File: src/rtl/uart_fifo_pkg.sv
// Shared mode constants and width helpers for the parametrised UART FIFO.
package uart_fifo_pkg;

    localparam int FIFO_MODE_REG  = 0;
    localparam int FIFO_MODE_FWFT = 1;

    // Smallest n with 2**n >= value; 0 for value <= 1.
    function automatic int clog2(input int value);
        int result;
        result = 0;
        for (int i = 0; i < 31; i++) begin
            if ((longint'(1) << i) < longint'(value)) begin
                result = i + 1;
            end
        end
        return result;
    endfunction

    function automatic int addr_width(input int depth);
        return (clog2(depth) < 1) ? 1 : clog2(depth);
    endfunction

    function automatic int cnt_width(input int depth);
        return clog2(depth + 1);
    endfunction

endpackage

File: src/rtl/uart_sync_fifo_param_if.sv
// FIFO user-side bundle: write/read handshakes, status, threshold and error flags.
interface uart_sync_fifo_param_if #(
    parameter int WIDTH = 8,
    parameter int DEPTH = 256
);
    import uart_fifo_pkg::*;

    localparam int CNT_W = cnt_width(DEPTH);

    logic             flush;
    logic             wr_en;
    logic [WIDTH-1:0] wr_data;
    logic             rd_en;
    logic [WIDTH-1:0] rd_data;
    logic             rd_valid;
    logic             full;
    logic             empty;
    logic [CNT_W-1:0] count;
    logic [CNT_W-1:0] level;
    logic             geq_level;
    logic             clr_err;
    logic             overflow;
    logic             underflow;

    modport slave (
        input  flush, wr_en, wr_data, rd_en, level, clr_err,
        output rd_data, rd_valid, full, empty, count, geq_level, overflow, underflow
    );

    modport master (
        output flush, wr_en, wr_data, rd_en, level, clr_err,
        input  rd_data, rd_valid, full, empty, count, geq_level, overflow, underflow
    );

endinterface

File: src/rtl/uart_fifo_mem.sv
// Simple dual-port FIFO storage: synchronous write, registered or asynchronous read.
module uart_fifo_mem
    import uart_fifo_pkg::*;
#(
    parameter int WIDTH  = 8,
    parameter int DEPTH  = 256,
    parameter int FWFT   = FIFO_MODE_REG,
    parameter int ADDR_W = addr_width(DEPTH)
) (
    input  logic              clock,
    input  logic              reset_n,
    input  logic              wr_en_i,
    input  logic [ADDR_W-1:0] wr_addr_i,
    input  logic [WIDTH-1:0]  wr_data_i,
    input  logic              rd_en_i,
    input  logic [ADDR_W-1:0] rd_addr_i,
    output logic [WIDTH-1:0]  rd_data_o
);

    // Array deliberately left without reset so it can map onto block RAM.
    logic [WIDTH-1:0] mem_q [DEPTH];

    always_ff @(posedge clock) begin
        if (wr_en_i) begin
            mem_q[wr_addr_i] <= wr_data_i;
        end
    end

    generate
        if (FWFT == FIFO_MODE_FWFT) begin : g_async_rd
            logic unused_rd_ctrl;
            assign unused_rd_ctrl = &{1'b0, rd_en_i, reset_n};
            assign rd_data_o      = mem_q[rd_addr_i];
        end else begin : g_sync_rd
            logic [WIDTH-1:0] rd_data_q;
            always_ff @(posedge clock or negedge reset_n) begin
                if (!reset_n) begin
                    rd_data_q <= '0;
                end else if (rd_en_i) begin
                    rd_data_q <= mem_q[rd_addr_i];
                end
            end
            assign rd_data_o = rd_data_q;
        end
    endgenerate

endmodule

File: src/rtl/uart_sync_fifo_param.sv
// Parametrised single-clock UART FIFO: pointers, occupancy, threshold, sticky errors, flush.
module uart_sync_fifo_param
    import uart_fifo_pkg::*;
#(
    parameter int WIDTH = 8,
    parameter int DEPTH = 256,
    parameter int FWFT  = FIFO_MODE_REG
) (
    input logic                   clock,
    input logic                   reset_n,
    uart_sync_fifo_param_if.slave bus
);

    localparam int ADDR_W = addr_width(DEPTH);
    localparam int CNT_W  = cnt_width(DEPTH);
    localparam logic [ADDR_W-1:0] LAST_PTR  = ADDR_W'(DEPTH - 1);
    localparam logic [CNT_W-1:0]  DEPTH_CNT = CNT_W'(DEPTH);

    // Explicit wrap keeps non-power-of-two depths inside the array.
    function automatic logic [ADDR_W-1:0] ptr_inc(input logic [ADDR_W-1:0] ptr);
        return (ptr == LAST_PTR) ? '0 : ptr + ADDR_W'(1);
    endfunction

    logic [ADDR_W-1:0] wr_ptr_q, wr_ptr_d;
    logic [ADDR_W-1:0] rd_ptr_q, rd_ptr_d;
    logic [CNT_W-1:0]  count_q, count_d;
    logic              rd_valid_q, rd_valid_d;
    logic              overflow_q, overflow_d;
    logic              underflow_q, underflow_d;
    logic              full, empty;
    logic              rd_acc, wr_acc;
    logic [WIDTH-1:0]  rd_data;

    assign empty  = (count_q == '0);
    assign full   = (count_q == DEPTH_CNT);
    assign rd_acc = ~bus.flush & bus.rd_en & ~empty;
    assign wr_acc = ~bus.flush & bus.wr_en & (~full | rd_acc);

    always_comb begin
        wr_ptr_d    = wr_ptr_q;
        rd_ptr_d    = rd_ptr_q;
        count_d     = count_q;
        rd_valid_d  = 1'b0;
        overflow_d  = overflow_q;
        underflow_d = underflow_q;

        if (bus.flush) begin
            wr_ptr_d = '0;
            rd_ptr_d = '0;
            count_d  = '0;
        end else begin
            if (wr_acc) begin
                wr_ptr_d = ptr_inc(wr_ptr_q);
            end
            if (rd_acc) begin
                rd_ptr_d = ptr_inc(rd_ptr_q);
            end
            if (wr_acc && !rd_acc) begin
                count_d = count_q + CNT_W'(1);
            end else if (rd_acc && !wr_acc) begin
                count_d = count_q - CNT_W'(1);
            end
            rd_valid_d = rd_acc;
        end

        // Clear first so a same-cycle error still leaves the flag set.
        if (bus.clr_err) begin
            overflow_d  = 1'b0;
            underflow_d = 1'b0;
        end
        if (!bus.flush && bus.wr_en && !wr_acc) begin
            overflow_d = 1'b1;
        end
        if (!bus.flush && bus.rd_en && empty) begin
            underflow_d = 1'b1;
        end
    end

    always_ff @(posedge clock or negedge reset_n) begin
        if (!reset_n) begin
            wr_ptr_q    <= '0;
            rd_ptr_q    <= '0;
            count_q     <= '0;
            rd_valid_q  <= 1'b0;
            overflow_q  <= 1'b0;
            underflow_q <= 1'b0;
        end else begin
            wr_ptr_q    <= wr_ptr_d;
            rd_ptr_q    <= rd_ptr_d;
            count_q     <= count_d;
            rd_valid_q  <= rd_valid_d;
            overflow_q  <= overflow_d;
            underflow_q <= underflow_d;
        end
    end

    uart_fifo_mem #(
        .WIDTH  (WIDTH),
        .DEPTH  (DEPTH),
        .FWFT   (FWFT),
        .ADDR_W (ADDR_W)
    ) u_mem (
        .clock     (clock),
        .reset_n   (reset_n),
        .wr_en_i   (wr_acc),
        .wr_addr_i (wr_ptr_q),
        .wr_data_i (bus.wr_data),
        .rd_en_i   (rd_acc),
        .rd_addr_i (rd_ptr_q),
        .rd_data_o (rd_data)
    );

    assign bus.rd_data   = rd_data;
    assign bus.rd_valid  = (FWFT == FIFO_MODE_FWFT) ? ~empty : rd_valid_q;
    assign bus.full      = full;
    assign bus.empty     = empty;
    assign bus.count     = count_q;
    assign bus.geq_level = (count_q >= bus.level);
    assign bus.overflow  = overflow_q;
    assign bus.underflow = underflow_q;

endmodule

File: src/flat_wrapper.sv
// flat-port wrapper written by rule: the top's interface ports become plain ports
module uart_sync_fifo_param_flat import uart_fifo_pkg::*;
#(
    parameter int WIDTH = 8,
    parameter int DEPTH = 256,
    parameter int FWFT  = FIFO_MODE_REG
)
  (clock, reset_n, bus_flush, bus_wr_en, bus_wr_data, bus_rd_en, bus_level, bus_clr_err, bus_rd_data, bus_rd_valid, bus_full, bus_empty, bus_count, bus_geq_level, bus_overflow, bus_underflow);
  uart_sync_fifo_param_if #(.WIDTH(WIDTH), .DEPTH(DEPTH)) bus_i ();
  input logic clock;
  input logic reset_n;
  input wire logic [$bits(bus_i.flush)-1:0] bus_flush;
  input wire logic [$bits(bus_i.wr_en)-1:0] bus_wr_en;
  input wire logic [$bits(bus_i.wr_data)-1:0] bus_wr_data;
  input wire logic [$bits(bus_i.rd_en)-1:0] bus_rd_en;
  input wire logic [$bits(bus_i.level)-1:0] bus_level;
  input wire logic [$bits(bus_i.clr_err)-1:0] bus_clr_err;
  output wire logic [$bits(bus_i.rd_data)-1:0] bus_rd_data;
  output wire logic [$bits(bus_i.rd_valid)-1:0] bus_rd_valid;
  output wire logic [$bits(bus_i.full)-1:0] bus_full;
  output wire logic [$bits(bus_i.empty)-1:0] bus_empty;
  output wire logic [$bits(bus_i.count)-1:0] bus_count;
  output wire logic [$bits(bus_i.geq_level)-1:0] bus_geq_level;
  output wire logic [$bits(bus_i.overflow)-1:0] bus_overflow;
  output wire logic [$bits(bus_i.underflow)-1:0] bus_underflow;
  assign bus_i.flush = bus_flush;
  assign bus_i.wr_en = bus_wr_en;
  assign bus_i.wr_data = bus_wr_data;
  assign bus_i.rd_en = bus_rd_en;
  assign bus_i.level = bus_level;
  assign bus_i.clr_err = bus_clr_err;
  assign bus_rd_data = bus_i.rd_data;
  assign bus_rd_valid = bus_i.rd_valid;
  assign bus_full = bus_i.full;
  assign bus_empty = bus_i.empty;
  assign bus_count = bus_i.count;
  assign bus_geq_level = bus_i.geq_level;
  assign bus_overflow = bus_i.overflow;
  assign bus_underflow = bus_i.underflow;
  uart_sync_fifo_param #(.WIDTH(WIDTH), .DEPTH(DEPTH), .FWFT(FWFT)) u_core (.clock(clock), .reset_n(reset_n), .bus(bus_i));
endmodule
File: config.mk
export PLATFORM = sky130hd
export DESIGN_NAME = uart_sync_fifo_param_flat
export DESIGN_NICKNAME = d
export VERILOG_FILES = /design/src/rtl/uart_fifo_pkg.sv /design/src/rtl/uart_sync_fifo_param_if.sv /design/src/rtl/uart_fifo_mem.sv /design/src/rtl/uart_sync_fifo_param.sv /design/src/flat_wrapper.sv
export SDC_FILE = /design/constraint.sdc
export NUM_CORES = 2
export LEC_CHECK = 0
export CAP_MARGIN = 0
export CORE_ASPECT_RATIO = 0.7
export CORE_MARGIN = 3
export CORE_UTILIZATION = 30
export CTS_BUF_LIST = sky130_fd_sc_hd__clkbuf_2
export DETAILED_ROUTE_END_ITERATION = 8
export GPL_TIMING_DRIVEN = 1
export MAX_ROUTING_LAYER = met4
export SLEW_MARGIN = 20
export SYNTH_ARGS = -nofsm -noshare
export SYNTH_HDL_FRONTEND = slang
export SYNTH_HIERARCHICAL = 1
export SYNTH_SLANG_ARGS = --single-unit
File: constraint.sdc
create_clock -name clock -period 3.5 [get_ports clock]
set_input_delay 0.875 -clock clock [delete_from_list [all_inputs] [get_ports clock]]
set_output_delay 0.875 -clock clock [all_outputs]
set_load 0.01 [all_outputs]
==> impl_summary.log <==
INFO  metric floorplan.die_area = 0.280 mm^2
INFO  metric crit_path_cells = buf_4 -> buf_6 -> or4_4 -> nor2_4 -> nand2_2 -> inv_2 -> buf_6
INFO  metric final_net_count = 5058
INFO  metric rsz0062_at_grt = yes
INFO  metric drt_wl_total = 238 mm
INFO  metric layout_min_cycle_time = 3.96 ns
INFO  metric dr_total_vias = 46061
INFO  metric core_region_area = 0.272 mm^2
INFO  metric start_util = 0.302
INFO  metric async_flop_share = 0.0173
INFO  metric power.static_leakage = 31.1 nW
INFO  metric finalHoldViolations = 0
INFO  metric numClockSinks = 2084
INFO  metric worst_slew_pin_slew = 1.14 ns
INFO  metric path_max_fanout = 2
INFO  metric clock-skew-final = 0.233 ns
INFO  metric timing.final.ws_setup = -0.464 ns
INFO  metric ir_drop = 0.270 mV
INFO  metric post-place-ws = -0.328 ns
INFO  metric grt_antenna_before_repair = 16
INFO  metric netlist.area_leader.share = 0.749
INFO  metric worstReg2RegEnd = u_core/u_mem/rd_data_o[7]$_DFFE_PN0P_
INFO  metric critPathMostFrequentCell = sky130_fd_sc_hd__buf_6
INFO  metric grt_pass1_vias = 45864
INFO  metric num_rows = 160
INFO  metric cp_data_required_time = 2.62 ns
INFO  metric cts.root.buffer_cell = sky130_fd_sc_hd__clkbuf_2
INFO  metric max_clock_freq = 0.252 GHz
INFO  metric report.final.slew_viol_count = 0
INFO  metric synth_area_leader_cell = sky130_fd_sc_hd__edfxtp_1
INFO  metric detail_route.first_pass.iterations = 6
INFO  metric synth_top_flop_cell = sky130_fd_sc_hd__edfxtp_1
INFO  metric clock_tree.buffer_depth = 4
INFO  metric drc = 0
INFO  metric synth_enable_flop_cells = 2048
INFO  metric wl_per_cell = 26.5 um
INFO  metric vias_per_cell = 5.12
INFO  metric drt-initial-drc-count = 6548
INFO  metric post_synth_main_area_contributors = sky130_fd_sc_hd__edfxtp_1 75%, sky130_fd_sc_hd__mux4_2 12%, sky130_fd_sc_hd__mux2i_1 2.2%
INFO  metric crit_slowest_cell = sky130_fd_sc_hd__or4_4
INFO  metric timing.rr.start = u_core/rd_ptr_q[1]$_DFFE_PN0P_
INFO  metric die-height = 444 um
INFO  metric synth_most_common_cell = sky130_fd_sc_hd__edfxtp_1
INFO  metric timing.hold.worst_endpoint = u_core/u_mem/mem_q[43][1]$_DFFE_PP_
INFO  metric grt_util_all_layers = 0.172
INFO  metric synthesized_net_count = 4095
INFO  metric dp_hpwl = 157 mm
INFO  metric final_min_period_over_clock_period = 1.13
INFO  metric h-tree-depth = 5
INFO  metric io_pins = 46
INFO  metric clock_insertion_delay_worst_skew = 1.76 ns
INFO  metric gp_congestion = 0.884
INFO  metric critical_path_cell_count = 7
INFO  metric timing.final.setup_violations = 4
INFO  metric synth_cell_type_count = 81
INFO  metric fraction_of_layout_cells_with_a_size_suffix_above_1 = 0.362
INFO  metric syn_avg_cell_area = 20.3 um^2
INFO  metric synth.ff_latch_count = 2084
INFO  metric worstRegToRegCells = 9
INFO  metric tritoncts.num_buffers = 448
INFO  metric most_frequent_cells_after_synthesis = 2048 x sky130_fd_sc_hd__edfxtp_1, 443 x sky130_fd_sc_hd__mux4_2, 319 x sky130_fd_sc_hd__nor2_1
INFO  metric setup.worst_path.start_class = register
INFO  metric min_path_cells = 2
INFO  metric synth.cell_area = 0.0821 mm^2
INFO  metric slew_headroom = 0.238
INFO  metric postLayoutCoreUtil = 0.354
INFO  metric ys_seq_area_frac = 0.760
INFO  metric cp_data_arrival_time = 3.09 ns
INFO  metric p_per_area = 489 mW/mm^2
INFO  metric io_buffer_count = 45
INFO  metric tritoncts = done
INFO  metric worst-setup-path-type = register to primary output
INFO  metric hold_path_startpoint = bus_wr_data[1]
INFO  metric worst-r2r-setup-slack = -0.04 ns
INFO  metric hold_path.class = input pin to register
INFO  metric clkTransAtPathRegs = 0.11 ns
INFO  metric setup_total_negative_slack = -1.27 ns
INFO  metric grt_start_max_net_pins = 89
INFO  metric critPathTopFamily = simple AND/OR/NAND/NOR gates
INFO  metric detail-route-antenna-nets = 0
INFO  metric reported_max_cap_violation_count = 0
INFO  metric worst_setup_path_end_kind = primary output
INFO  metric syn_inst = 4052
INFO  metric globalRoute.totalOverflow = 0
INFO  metric synth_warnings = 6
INFO  metric worst_path_max_stage_delay = 0.57 ns
INFO  metric global_route_wire_length_before_repair = 339 mm
INFO  metric critical_path_buf_inv_count = 4
INFO  metric failed_checks = setup timing
INFO  metric status = finished, violations left
INFO  metric dieWidth = 631 um
INFO  metric areaGrowthSynthToFinish = 17.2%
[flip-flops by register name (all words and copies together) (netlist names)]
register and cells:
u_core/u_mem/mem_q 2048, u_core/bus.overflow 1, u_core/wr_ptr_q 8, u_core/bus.rd_valid 1, u_core/u_mem/rd_data_o 8, u_core/rd_ptr_q 8, u_core/bus.underflow 1, u_core/bus.count 9
[area by class of cell]
| class | count | area, um^2 |
|---|---|---|
| Sequential cell | 2084 | 62400 |
| Timing Repair Buffer | 754 | 6900 |
| Fill cell | 25798 | 176000 |
| Clock inverter | 116 | 646 |
| Clock buffer | 669 | 3350 |
| Inverter | 27 | 103 |
| Tap cell | 3645 | 4560 |
| Multi-Input combinational cell | 1700 | 18200 |
| Antenna cell | 8 | 20.0 |
[repair_timing]
item,in CTS,in global routing
buffers inserted,20,6
hold endpoints to repair,1373,0
resized for setup,102,6
setup endpoints to repair,23,7
hold buffers,18,0
pin swaps,7,2
[layer usage]
metal  routed length [um]  GRT usage  part of all wire
met2                99500      0.228              0.42
met1               104000      0.254              0.44
met4                 4920     0.0433             0.021
met5                    0          -                 0
met3                29300     0.0505              0.12
[worst max-delay path by stage]
stage,startpoint,to,slack (ns)
after floorplan,bus_wr_en,u_core/u_mem/mem_q[104][0]$_DFFE_PP_,0.23
final,u_core/bus.count[0]$_DFFE_PN0P_,bus_full,-0.46
after detailed placement,bus_level[0],bus_geq_level,-0.33
after CTS,u_core/bus.count[0]$_DFFE_PN0P_,bus_geq_level,-0.73
after global placement,bus_level[0],bus_geq_level,-0.48
after global routing,u_core/bus.count[0]$_DFFE_PN0P_,bus_geq_level,-0.74
[cells in the final DEF (no fill, tap or decap), types with 58 or more instances in the layout]
cell                       synthesis  layout
sky130_fd_sc_hd__nor2_1          319     317
sky130_fd_sc_hd__nand2_1          93      91
sky130_fd_sc_hd__o22ai_1          78      78
sky130_fd_sc_hd__mux4_2          443     443
sky130_fd_sc_hd__buf_12            1      80
sky130_fd_sc_hd__buf_4            20     599
sky130_fd_sc_hd__edfxtp_1       2048    2048
sky130_fd_sc_hd__clkbuf_2          0     669
sky130_fd_sc_hd__clkinv_1          0      79
sky130_fd_sc_hd__mux2i_1         178     178
sky130_fd_sc_hd__nand3_1          58      58
[where the power goes]
part | switching (mW) | internal (mW) | leakage [nW]
Sequential | 0.109 | 27.5 | 18.9
Clock | 9.46 | 5.52 | 3.11
Combinational | 2.39 | 2.09 | 9.09
[kinds of logic (layout without fill, tap and decap cells)]
| family | after synthesis | count (layout) | share of synthesized area |
|---|---|---|---|
| AND/OR/NAND/NOR | 634 | 634 | 0.0347 |
| multiplexers | 643 | 643 | 0.147 |
| buffers and inverters | 268 | 1566 | 0.0200 |
| XOR/XNOR | 6 | 6 | 0.000640 |
| flip-flops | 2084 | 2084 | 0.760 |
| AO/OA/AOI/OAI | 397 | 397 | 0.0343 |
| adder cells (fa/ha/maj) | 20 | 20 | 0.00314 |
| other | 0 | 8 | 0 |
[through the flow]
step	power [mW]	instance area [um^2]	hold slack, ns	std cells
after floorplan	30.6	82100	0.517	4052
after global placement	32.3	91700	0.466	8168
after detailed placement	32.3	91700	0.481	8168
after CTS	47.5	96100	0.129	8991
after global routing	49.1	96200	0.163	9002
final	47.0	96200	0.349	9003
Note: power is estimated with default switching activity, not from simulation.
